File: config.mk
export PLATFORM = sky130hd
export DESIGN_NAME = bcd_range_counter_flat
export DESIGN_NICKNAME = d
export VERILOG_FILES = /design/src/rtl/bcd_range_counter_if.sv /design/src/rtl/bcd_range_counter.sv /design/src/flat_wrapper.sv
export SDC_FILE = /design/constraint.sdc
export NUM_CORES = 1
export LEC_CHECK = 0
export CORE_MARGIN = 3
export CORE_UTILIZATION = 40
export DETAILED_ROUTE_END_ITERATION = 12
export PLACE_DENSITY_LB_ADDON = 0.3
export SLEW_MARGIN = 25
export SYNTH_ARGS = -nofsm -noshare
export SYNTH_HDL_FRONTEND = slang
export SYNTH_SLANG_ARGS = --single-unit
export TNS_END_PERCENT = 20
File: constraint.sdc
create_clock -name clk -period 5 [get_ports clk]
set_input_delay 1 -clock clk [delete_from_list [all_inputs] [get_ports clk]]
set_output_delay 1 -clock clk [all_outputs]
set_load 0.01 [all_outputs]
File: src/rtl/bcd_range_counter_if.sv
// Control/data bundle for one BCD counter field; the pm flag exists only
// when BCD_CNT_MERIDIEM_EN is defined.
interface bcd_range_counter_if;
    logic       en;
    logic       up;
    logic       load;
    logic [3:0] load_tens;
    logic [3:0] load_ones;
    logic [3:0] tens;
    logic [3:0] ones;
    logic       tc;
    logic       load_err;
`ifdef BCD_CNT_MERIDIEM_EN
    logic       pm;

    modport master (output en, up, load, load_tens, load_ones,
                    input  tens, ones, tc, load_err, pm);
    modport slave  (input  en, up, load, load_tens, load_ones,
                    output tens, ones, tc, load_err, pm);
`else
    modport master (output en, up, load, load_tens, load_ones,
                    input  tens, ones, tc, load_err);
    modport slave  (input  en, up, load, load_tens, load_ones,
                    output tens, ones, tc, load_err);
`endif
endinterface

File: src/rtl/bcd_range_counter.sv
// Two-digit BCD up/down counter with programmable range, parallel load and
// registered wrap pulse. Optional meridiem flag under BCD_CNT_MERIDIEM_EN.
module bcd_range_counter #(
    parameter int MIN_VAL      = 0,
    parameter int MAX_VAL      = 59,
    parameter int RESET_VAL    = 0,
    parameter int MERIDIEM_VAL = 12
) (
    input  logic                  clk,
    input  logic                  reset,
    bcd_range_counter_if.slave    bus
);
    localparam logic [3:0] MIN_T = 4'(MIN_VAL / 10);
    localparam logic [3:0] MIN_O = 4'(MIN_VAL % 10);
    localparam logic [3:0] MAX_T = 4'(MAX_VAL / 10);
    localparam logic [3:0] MAX_O = 4'(MAX_VAL % 10);
    localparam logic [3:0] RST_T = 4'(RESET_VAL / 10);
    localparam logic [3:0] RST_O = 4'(RESET_VAL % 10);

    if (MIN_VAL < 0 || MAX_VAL > 99 || MAX_VAL <= MIN_VAL ||
        RESET_VAL < MIN_VAL || RESET_VAL > MAX_VAL ||
        MERIDIEM_VAL < 1 || MERIDIEM_VAL > 99) begin : g_bad_param
        $error("bcd_range_counter: illegal parameter combination");
    end

    logic [3:0] tens_q, tens_d, ones_q, ones_d;
    logic       tc_q, tc_d, load_err_q, load_err_d;
    logic       at_max, at_min, load_ok;
    logic [6:0] load_val;

    assign at_max   = (tens_q == MAX_T) && (ones_q == MAX_O);
    assign at_min   = (tens_q == MIN_T) && (ones_q == MIN_O);
    // Digits are range-checked first, so the 7-bit product cannot alias.
    assign load_val = 7'(7'(bus.load_tens) * 7'd10) + 7'(bus.load_ones);
    assign load_ok  = (bus.load_tens <= 4'd9) && (bus.load_ones <= 4'd9) &&
                      (load_val >= 7'(MIN_VAL)) && (load_val <= 7'(MAX_VAL));

`ifdef BCD_CNT_MERIDIEM_EN
    localparam logic [3:0] MER_T  = 4'(MERIDIEM_VAL / 10);
    localparam logic [3:0] MER_O  = 4'(MERIDIEM_VAL % 10);
    localparam logic [3:0] MERP_T = 4'((MERIDIEM_VAL - 1) / 10);
    localparam logic [3:0] MERP_O = 4'((MERIDIEM_VAL - 1) % 10);
    logic pm_q, pm_d;
    assign bus.pm = pm_q;
`endif

    always_comb begin
        tens_d     = tens_q;
        ones_d     = ones_q;
        tc_d       = 1'b0;
        load_err_d = 1'b0;
`ifdef BCD_CNT_MERIDIEM_EN
        pm_d       = pm_q;
`endif
        if (bus.load) begin
            if (load_ok) begin
                tens_d = bus.load_tens;
                ones_d = bus.load_ones;
            end else begin
                load_err_d = 1'b1;
            end
        end else if (bus.en) begin
            if (bus.up) begin
                if (at_max) begin
                    tens_d = MIN_T;
                    ones_d = MIN_O;
                    tc_d   = 1'b1;
                end else if (ones_q == 4'd9) begin
                    ones_d = 4'd0;
                    tens_d = tens_q + 4'd1;
                end else begin
                    ones_d = ones_q + 4'd1;
                end
`ifdef BCD_CNT_MERIDIEM_EN
                // A wrap lands on MIN_VAL, so only a plain step reaches MERIDIEM_VAL.
                if (!at_max && tens_q == MERP_T && ones_q == MERP_O)
                    pm_d = ~pm_q;
`endif
            end else begin
                if (at_min) begin
                    tens_d = MAX_T;
                    ones_d = MAX_O;
                    tc_d   = 1'b1;
                end else if (ones_q == 4'd0) begin
                    ones_d = 4'd9;
                    tens_d = tens_q - 4'd1;
                end else begin
                    ones_d = ones_q - 4'd1;
                end
`ifdef BCD_CNT_MERIDIEM_EN
                if (!at_min && tens_q == MER_T && ones_q == MER_O)
                    pm_d = ~pm_q;
`endif
            end
        end
    end

    always_ff @(posedge clk) begin
        if (!reset) begin
            tens_q     <= RST_T;
            ones_q     <= RST_O;
            tc_q       <= 1'b0;
            load_err_q <= 1'b0;
`ifdef BCD_CNT_MERIDIEM_EN
            pm_q       <= 1'b0;
`endif
        end else begin
            tens_q     <= tens_d;
            ones_q     <= ones_d;
            tc_q       <= tc_d;
            load_err_q <= load_err_d;
`ifdef BCD_CNT_MERIDIEM_EN
            pm_q       <= pm_d;
`endif
        end
    end

    assign bus.tens     = tens_q;
    assign bus.ones     = ones_q;
    assign bus.tc       = tc_q;
    assign bus.load_err = load_err_q;
endmodule
File: src/flat_wrapper.sv
// flat-port wrapper written by rule: the top's interface ports become plain ports
module bcd_range_counter_flat 
#(
    parameter int MIN_VAL      = 0,
    parameter int MAX_VAL      = 59,
    parameter int RESET_VAL    = 0,
    parameter int MERIDIEM_VAL = 12
)
  (clk, reset, bus_en, bus_up, bus_load, bus_load_tens, bus_load_ones, bus_tens, bus_ones, bus_tc, bus_load_err);
  bcd_range_counter_if bus_i ();
  input  logic clk;
  input  logic reset;
  input wire logic [$bits(bus_i.en)-1:0] bus_en;
  input wire logic [$bits(bus_i.up)-1:0] bus_up;
  input wire logic [$bits(bus_i.load)-1:0] bus_load;
  input wire logic [$bits(bus_i.load_tens)-1:0] bus_load_tens;
  input wire logic [$bits(bus_i.load_ones)-1:0] bus_load_ones;
  output wire logic [$bits(bus_i.tens)-1:0] bus_tens;
  output wire logic [$bits(bus_i.ones)-1:0] bus_ones;
  output wire logic [$bits(bus_i.tc)-1:0] bus_tc;
  output wire logic [$bits(bus_i.load_err)-1:0] bus_load_err;
  assign bus_i.en = bus_en;
  assign bus_i.up = bus_up;
  assign bus_i.load = bus_load;
  assign bus_i.load_tens = bus_load_tens;
  assign bus_i.load_ones = bus_load_ones;
  assign bus_tens = bus_i.tens;
  assign bus_ones = bus_i.ones;
  assign bus_tc = bus_i.tc;
  assign bus_load_err = bus_i.load_err;
  bcd_range_counter #(.MIN_VAL(MIN_VAL), .MAX_VAL(MAX_VAL), .RESET_VAL(RESET_VAL), .MERIDIEM_VAL(MERIDIEM_VAL)) u_core (.clk(clk), .reset(reset), .bus(bus_i));
endmodule
## Word level (Yosys, flattened, before mapping)

Cells that the tools add are included.

- Add/sub/neg operators: 5
- Multiply operators: 1
- $lt $le $gt $ge: 4
- Equality and inequality tests: 4
- Mux-type cells: 20
- Bitwise gates (word level): 2
- Reduce and logical (&&, ||, !) cells: 13

Operators with widths:

| cell | count |
|---|---|
| 2-to-1 mux 4 bit | 16 |
| adder 4 x 1 -> 4 bit, second input constant | 2 |
| less-or-equal comparator 4 bit, second input constant | 2 |
| zero test 4 bit | 2 |
| subtractor 4 x 1 -> 4 bit, second input constant | 2 |
| adder 7 x 4 -> 7 bit | 1 |
| >= comparator 7 x 1 -> 1 bit, second input constant | 1 |
| less-or-equal comparator 7 x 6 -> 1 bit, second input constant | 1 |
| multiplier 4 x 3 -> 6 bit, second input constant | 1 |
| logical AND 1 bit | 5 |
| == test 4 x 3 -> 1 bit, second input constant | 1 |
| == test 4 bit, second input constant | 1 |
| 2-to-1 mux 1 bit | 4 |
| inequality test 4 x 1 -> 1 bit, second input constant | 1 |
| AND reduction 2 bit | 2 |
| AND reduction 4 bit | 1 |
| nonzero test 4 bit | 1 |
| OR reduction 3 bit | 1 |
| inequality test 2 x 1 -> 1 bit, second input constant | 1 |
| inverter 1 bit | 2 |
| nonzero test 2 bit | 1 |

- Register bits after elaboration: 10
- Input port bits: 13
- Output and inout port bits: 10
- Word-level logic and storage cells: 53

## Logic depth before layout (Yosys ltp)

- Depth in word-level cells: 7
- Depth in mapped cells: 9
- Mapped depth without buffers: 9

## Worst setup path after synthesis

No wires, ideal clock.

- Path type: input to register
- From: input bus_load_tens[1]
- To: register u_core.ones_q[1] (netlist: u_core.bus.ones[1])
- Setup time: 72 ps
- Data arrival time: 2964 ps
- Data required time: 4928 ps
- Path slack: 1964 ps
- Cell stages on the path: 9
- Path buffers: 0
- Cell sequence: ha_1 > ha_1 > inv_1 > fa_1 > nand2b_1 > a211o_1 > o31a_1 > o21ai_1 > mux2i_1

- Longest elaborated chain between the ends: 7
- Elaborated cells between the ends (all ways): 10
- Those cells by class: 1 x add/sub; 1 x mul; 3 x order compare; 1 x eq/ne; 4 x reduce/logical

RTL lines:

| item | line | source |
|---|---|---|
| start: declaration | flat_wrapper.sv:16 | `input wire logic [$bits(bus_i.load_tens)-1:0] bus_load_tens;` |
| multiplier 4 x 3 -> 6 bit | bcd_range_counter.sv:34 | `assign load_val = 7'(7'(bus.load_tens) * 7'd10) + 7'(bus.load_ones);` |
| adder 7 x 4 -> 7 bit | bcd_range_counter.sv:34 |  |
| >= comparator 7 x 1 -> 1 bit | bcd_range_counter.sv:36 | `(load_val >= 7'(MIN_VAL)) && (load_val <= 7'(MAX_VAL));` |
| logical AND 1 bit | bcd_range_counter.sv:35 | `assign load_ok = (bus.load_tens <= 4'd9) && (bus.load_ones <= 4'd9) &&` |
| logical AND 1 bit * | bcd_range_counter.sv:36 |  |
| inequality test 2 x 1 -> 1 bit (no source line) * | n/a |  |
| AND reduction 2 bit (no source line) * | n/a |  |
| end signal: assignment | bcd_range_counter.sv:109 | `ones_q <= ones_d;` |
| end: declaration | bcd_range_counter.sv:26 | `logic [3:0] tens_q, tens_d, ones_q, ones_d;` |

Every way passes the cells marked *; elsewhere a longest branch is shown, timed or not.
A chain may end at the register's enable or synchronous reset.

## Worst setup path after layout

- From: input bus_load_tens[1]
- To: register u_core.ones_q[3] (netlist: u_core.bus.ones[3])

The elaborated chain is that of the path after synthesis.

==> impl_summary.md <==
Clock tree
The clock slew at the register clock pins of the worst setup and hold paths is approximately 0.07 ns. The post-CTS setup repair buffer count is 0. The clock network latency to the later pin of the worst-skew pair is 0.27 ns. The number of gates resized after CTS was 0. The tree is rooted in a sky130_fd_sc_hd__clkbuf_4.

TritonCTS built the clock tree. In this run the number of H-tree levels came out at 1. The deepest clock path buffer count is 2. TritonCTS created 3 clock buffers. The number of hold buffers added after CTS was 0.

The clock net sink count is 10.

Hold path
In this run the worst hold path is classified as flop to flop.

Global route
The number of antenna violations at the first check in global routing is 0. The total global routing track utilization is 17.9%. The total overflow left after global routing is 0. Entering global routing, the biggest net connects 17 pins. The global-route wire length before repair is 4740 um. The number of global-route vias before repair came to between 1,000 and 1,500.

Layout
The share of layout cells above drive strength 1 is 3.87%. The number of diodes is 0. The layout overhead on the synthesized area is 24.2%. The final cell count without fillers is 185. In the final design database the tool counted 180 nets.

Synthesis
Yosys attributes the largest share of cell area to sky130_fd_sc_hd__dfxtp_1, sky130_fd_sc_hd__ha_1, sky130_fd_sc_hd__mux2i_1. The post-synthesis cell count is approximately 140. In this run, synthesis inferred 0 flip-flops with an integrated enable. In the post-synthesis netlist, the cell with the most instances is sky130_fd_sc_hd__inv_1. The count of distinct cell types in the synthesized netlist is 46. When the netlist entered floorplanning its net count stood at 161. A synthesized cell averages about 7.7 um2. Of the post-synthesis cell area, the dominant cell type holds 18.9%. The biggest area consumer among synthesized cells is sky130_fd_sc_hd__dfxtp_1.

The commonest cells after synthesis are sky130_fd_sc_hd__inv_1, sky130_fd_sc_hd__dfxtp_1, sky130_fd_sc_hd__nand2_1, sky130_fd_sc_hd__ha_1, sky130_fd_sc_hd__nor2_1. The portion of the post-synthesis area used by sequential elements is around a fifth. Counting flops and latches in the post-synthesis netlist gives 10. The synthesis warning total is 0. The proportion of register bits with asynchronous set or reset after synthesis is 0%. The most used flip-flop cell after synthesis is sky130_fd_sc_hd__dfxtp_1. Summing every instance area after synthesis gives around 1100 um2.

Worst setup path
By instance count, the cell type seen most on the critical path is sky130_fd_sc_hd__ha_1. The critical path goes through clkdlybuf4s50_1 -> ha_1 -> ha_1 -> inv_1 -> fa_1 -> nand2b_1 -> a211o_1 -> o31a_1 -> o21ai_1 -> mux2i_1. The maximum single-stage delay on the critical path is 0.47 ns. The critical path endpoint category is a flop. The critical path data arrival time is 3.71 ns. Along the worst path, the maximum fanout reaches 4.

The type of the worst setup path is input port to flop. The worst setup path is launched from an input port. For the worst setup path, the data required time is between 5 and 6 ns. On the critical path, the stage with the largest delay is an instance of sky130_fd_sc_hd__clkdlybuf4s50_1.

Floorplan
From bottom edge to top edge, the die measures 57.5 um. The region available for standard cell placement spans 2500 um2. The initial core utilization is 42.4%.

The die outline width is 57.5 um. The full die area is 3310 um2. The total number of placement rows is 18. The number of top-level design ports is 23.

Timing
For the pin with the worst max-slew slack, the measured transition is roughly 0.56 ns. The count of final hold-check violations was 0. For the final database, setup skew stands at 0.00955 ns. The minimum clock period after layout is 3.51 ns. The final setup violation count is 0.

Static timing analysis puts the maximum clock frequency at 285 MHz. The aggregate negative setup slack is 0 ns. The share of the cycle needed by the critical path after routing is 70.2%.

Setup repair after global routing left no endpoint under its margin. In this run the tightest slew margin relative to its limit is 62.5%. The final number of max-transition violations came to 0.

Detailed routing
In the final routed layout, each cell accounts on average for around 15 um. Signal routing reaches up to met4. The total via count after detailed routing is about 1,100.

After detailed routing, the number of remaining DRC violations is 0. The routed design uses 104 um of met3 wire. The wire length on met2 is around 1400 um. The detailed router put a total of around 1200 um of wire on met1. The number of iterations in the first detailed-routing pass is 4. The initial DRC count is between 40 and 50. After detailed routing, the number of vias per cell comes to 6.19. The final routed wirelength across all metal layers is 2830 um. The number of nets still failing antenna checks after routing is 0.

Placed design
The count of buffers added on input and output ports is 22. Summed over all nets, the half-perimeter wirelength after detailed placement is 2170 um. Routability-driven placement finished with a final weighted congestion of 0.919. The count of placed standard cells including taps is 181.

Pwr
In this run the power spent charging and discharging nets is 0.000104 W. The total power divided by cell area is about 220 nW/um2. Of the total power, the clock network draws between 20% and 30%. The peak supply drop is ~0.15 mV.

The sequential fraction of design power is approximately a third. The analysis attributes to cell leakage a power of roughly 0.52 nW. In this run switching power makes up 35.5% of total power. The internal cell power is 0.000189 W. Per report_power, the combinational group accounts for 39.9% of the total.

Run
Across the run, the number of max-cap violations was 0.

Status
The flow ran to the end, and the final reports show no timing, DRC or antenna violations.
final cells by class:
type | instances | area (um2)
Sequential cell | 10 | 200
Inverter | 16 | 60.1
Timing Repair Buffer | 22 | 220
Clock buffer | 4 | 36.3
Multi-Input combinational cell | 103 | 763
Tap cell | 30 | 37.5
Fill cell | 243 | 1180
cells in the final DEF, fill, tap and decap left out, types with 2 or more instances in the layout:
cell type                         count
sky130_fd_sc_hd__o211ai_1             5
sky130_fd_sc_hd__dfxtp_1             10
sky130_fd_sc_hd__nand2_1             10
sky130_fd_sc_hd__o21ai_0              3
sky130_fd_sc_hd__a211o_1              2
sky130_fd_sc_hd__o311ai_0             2
sky130_fd_sc_hd__xor2_1               3
sky130_fd_sc_hd__nor2b_1              2
sky130_fd_sc_hd__clkbuf_4             3
sky130_fd_sc_hd__nor4_1               4
sky130_fd_sc_hd__mux2i_1              7
sky130_fd_sc_hd__nand2b_1             4
sky130_fd_sc_hd__o32a_1               2
sky130_fd_sc_hd__nor3_1               2
sky130_fd_sc_hd__o22ai_1              2
sky130_fd_sc_hd__o21ai_1              3
sky130_fd_sc_hd__clkdlybuf4s50_1     22
sky130_fd_sc_hd__nor2_1               8
sky130_fd_sc_hd__o2111ai_1            2
sky130_fd_sc_hd__fa_1                 2
sky130_fd_sc_hd__a31oi_1              2
sky130_fd_sc_hd__a21oi_1              5
sky130_fd_sc_hd__inv_1               14
sky130_fd_sc_hd__ha_1                 9
sky130_fd_sc_hd__nand3_1              5
registers in the layout (all words and copies together), names as in the netlist:
signal               count
u_core.bus.ones          4
u_core.bus.tens          4
u_core.bus.load_err      1
u_core.bus.tc            1
cells by family after synthesis:
| kind of cell | share of synthesized area [%] |
|---|---|
| buffers and inverters | 9.20 |
| AO/OA/AOI/OAI | 27.2 |
| adder cells (fa/ha/maj) | 14.4 |
| XOR/XNOR | 3.30 |
| multiplexers | 6.60 |
| flip-flops | 18.9 |
| AND/OR/NAND/NOR | 20.4 |
through the flow:
stage               util, %  worst slack [ns]  instance area (um2)  total power [W]  hold slack [ns]
floorplan                 -              1.96                 1060         0.000178            0.541
detailed placement     51.3              1.22                 1280         0.000221            0.565
finish                 52.7              1.49                 1320         0.000294            0.579
CTS                    52.7              1.50                 1320         0.000295            0.575
global placement       51.3              1.29                 1280         0.000217            0.540
global route           52.7              1.32                 1320         0.000312            0.640
final timing paths:
check                                         from                  to  slack (ns)  cells after the start
worst max register to register  u_core.bus.ones[0]  u_core.bus.tens[2]        3.01                      5
worst min register to register  u_core.bus.tens[2]  u_core.bus.tens[2]        0.58                      2
worst max-delay path              bus_load_tens[1]  u_core.bus.ones[3]        1.49                     10
worst min-delay path            u_core.bus.tens[2]  u_core.bus.tens[2]        0.58                      2
power by group through the flow:
| stage | Clock [W] | Combinational [W] | Sequential [W] |
|---|---|---|---|
| floorplan | 0 | 0.0000799 | 0.0000982 |
| global placement | 0 | 0.000113 | 0.000104 |
| detailed placement | 0 | 0.000116 | 0.000104 |
| CTS | 0.0000746 | 0.000117 | 0.000103 |
| global route | 0.0000785 | 0.000128 | 0.000105 |
| finish | 0.0000733 | 0.000117 | 0.000103 |
critical path, delay by kind of cell:
family                   cells  cell delay (ns)
multiplexers                 1             0.24
buffers and inverters        2             0.53
AO/OA/AOI/OAI                3             0.80
AND/OR/NAND/NOR              1             0.18
adder cells (fa/ha/maj)      3             0.95
routing by layer:
layer,global-route usage (%),vias to the layer above
met5,0,-
met1,21.8,557
met3,1.36,14
met2,30.2,33
met4,11.3,0
li1,-,542
(Power assumes the default switching activity.)
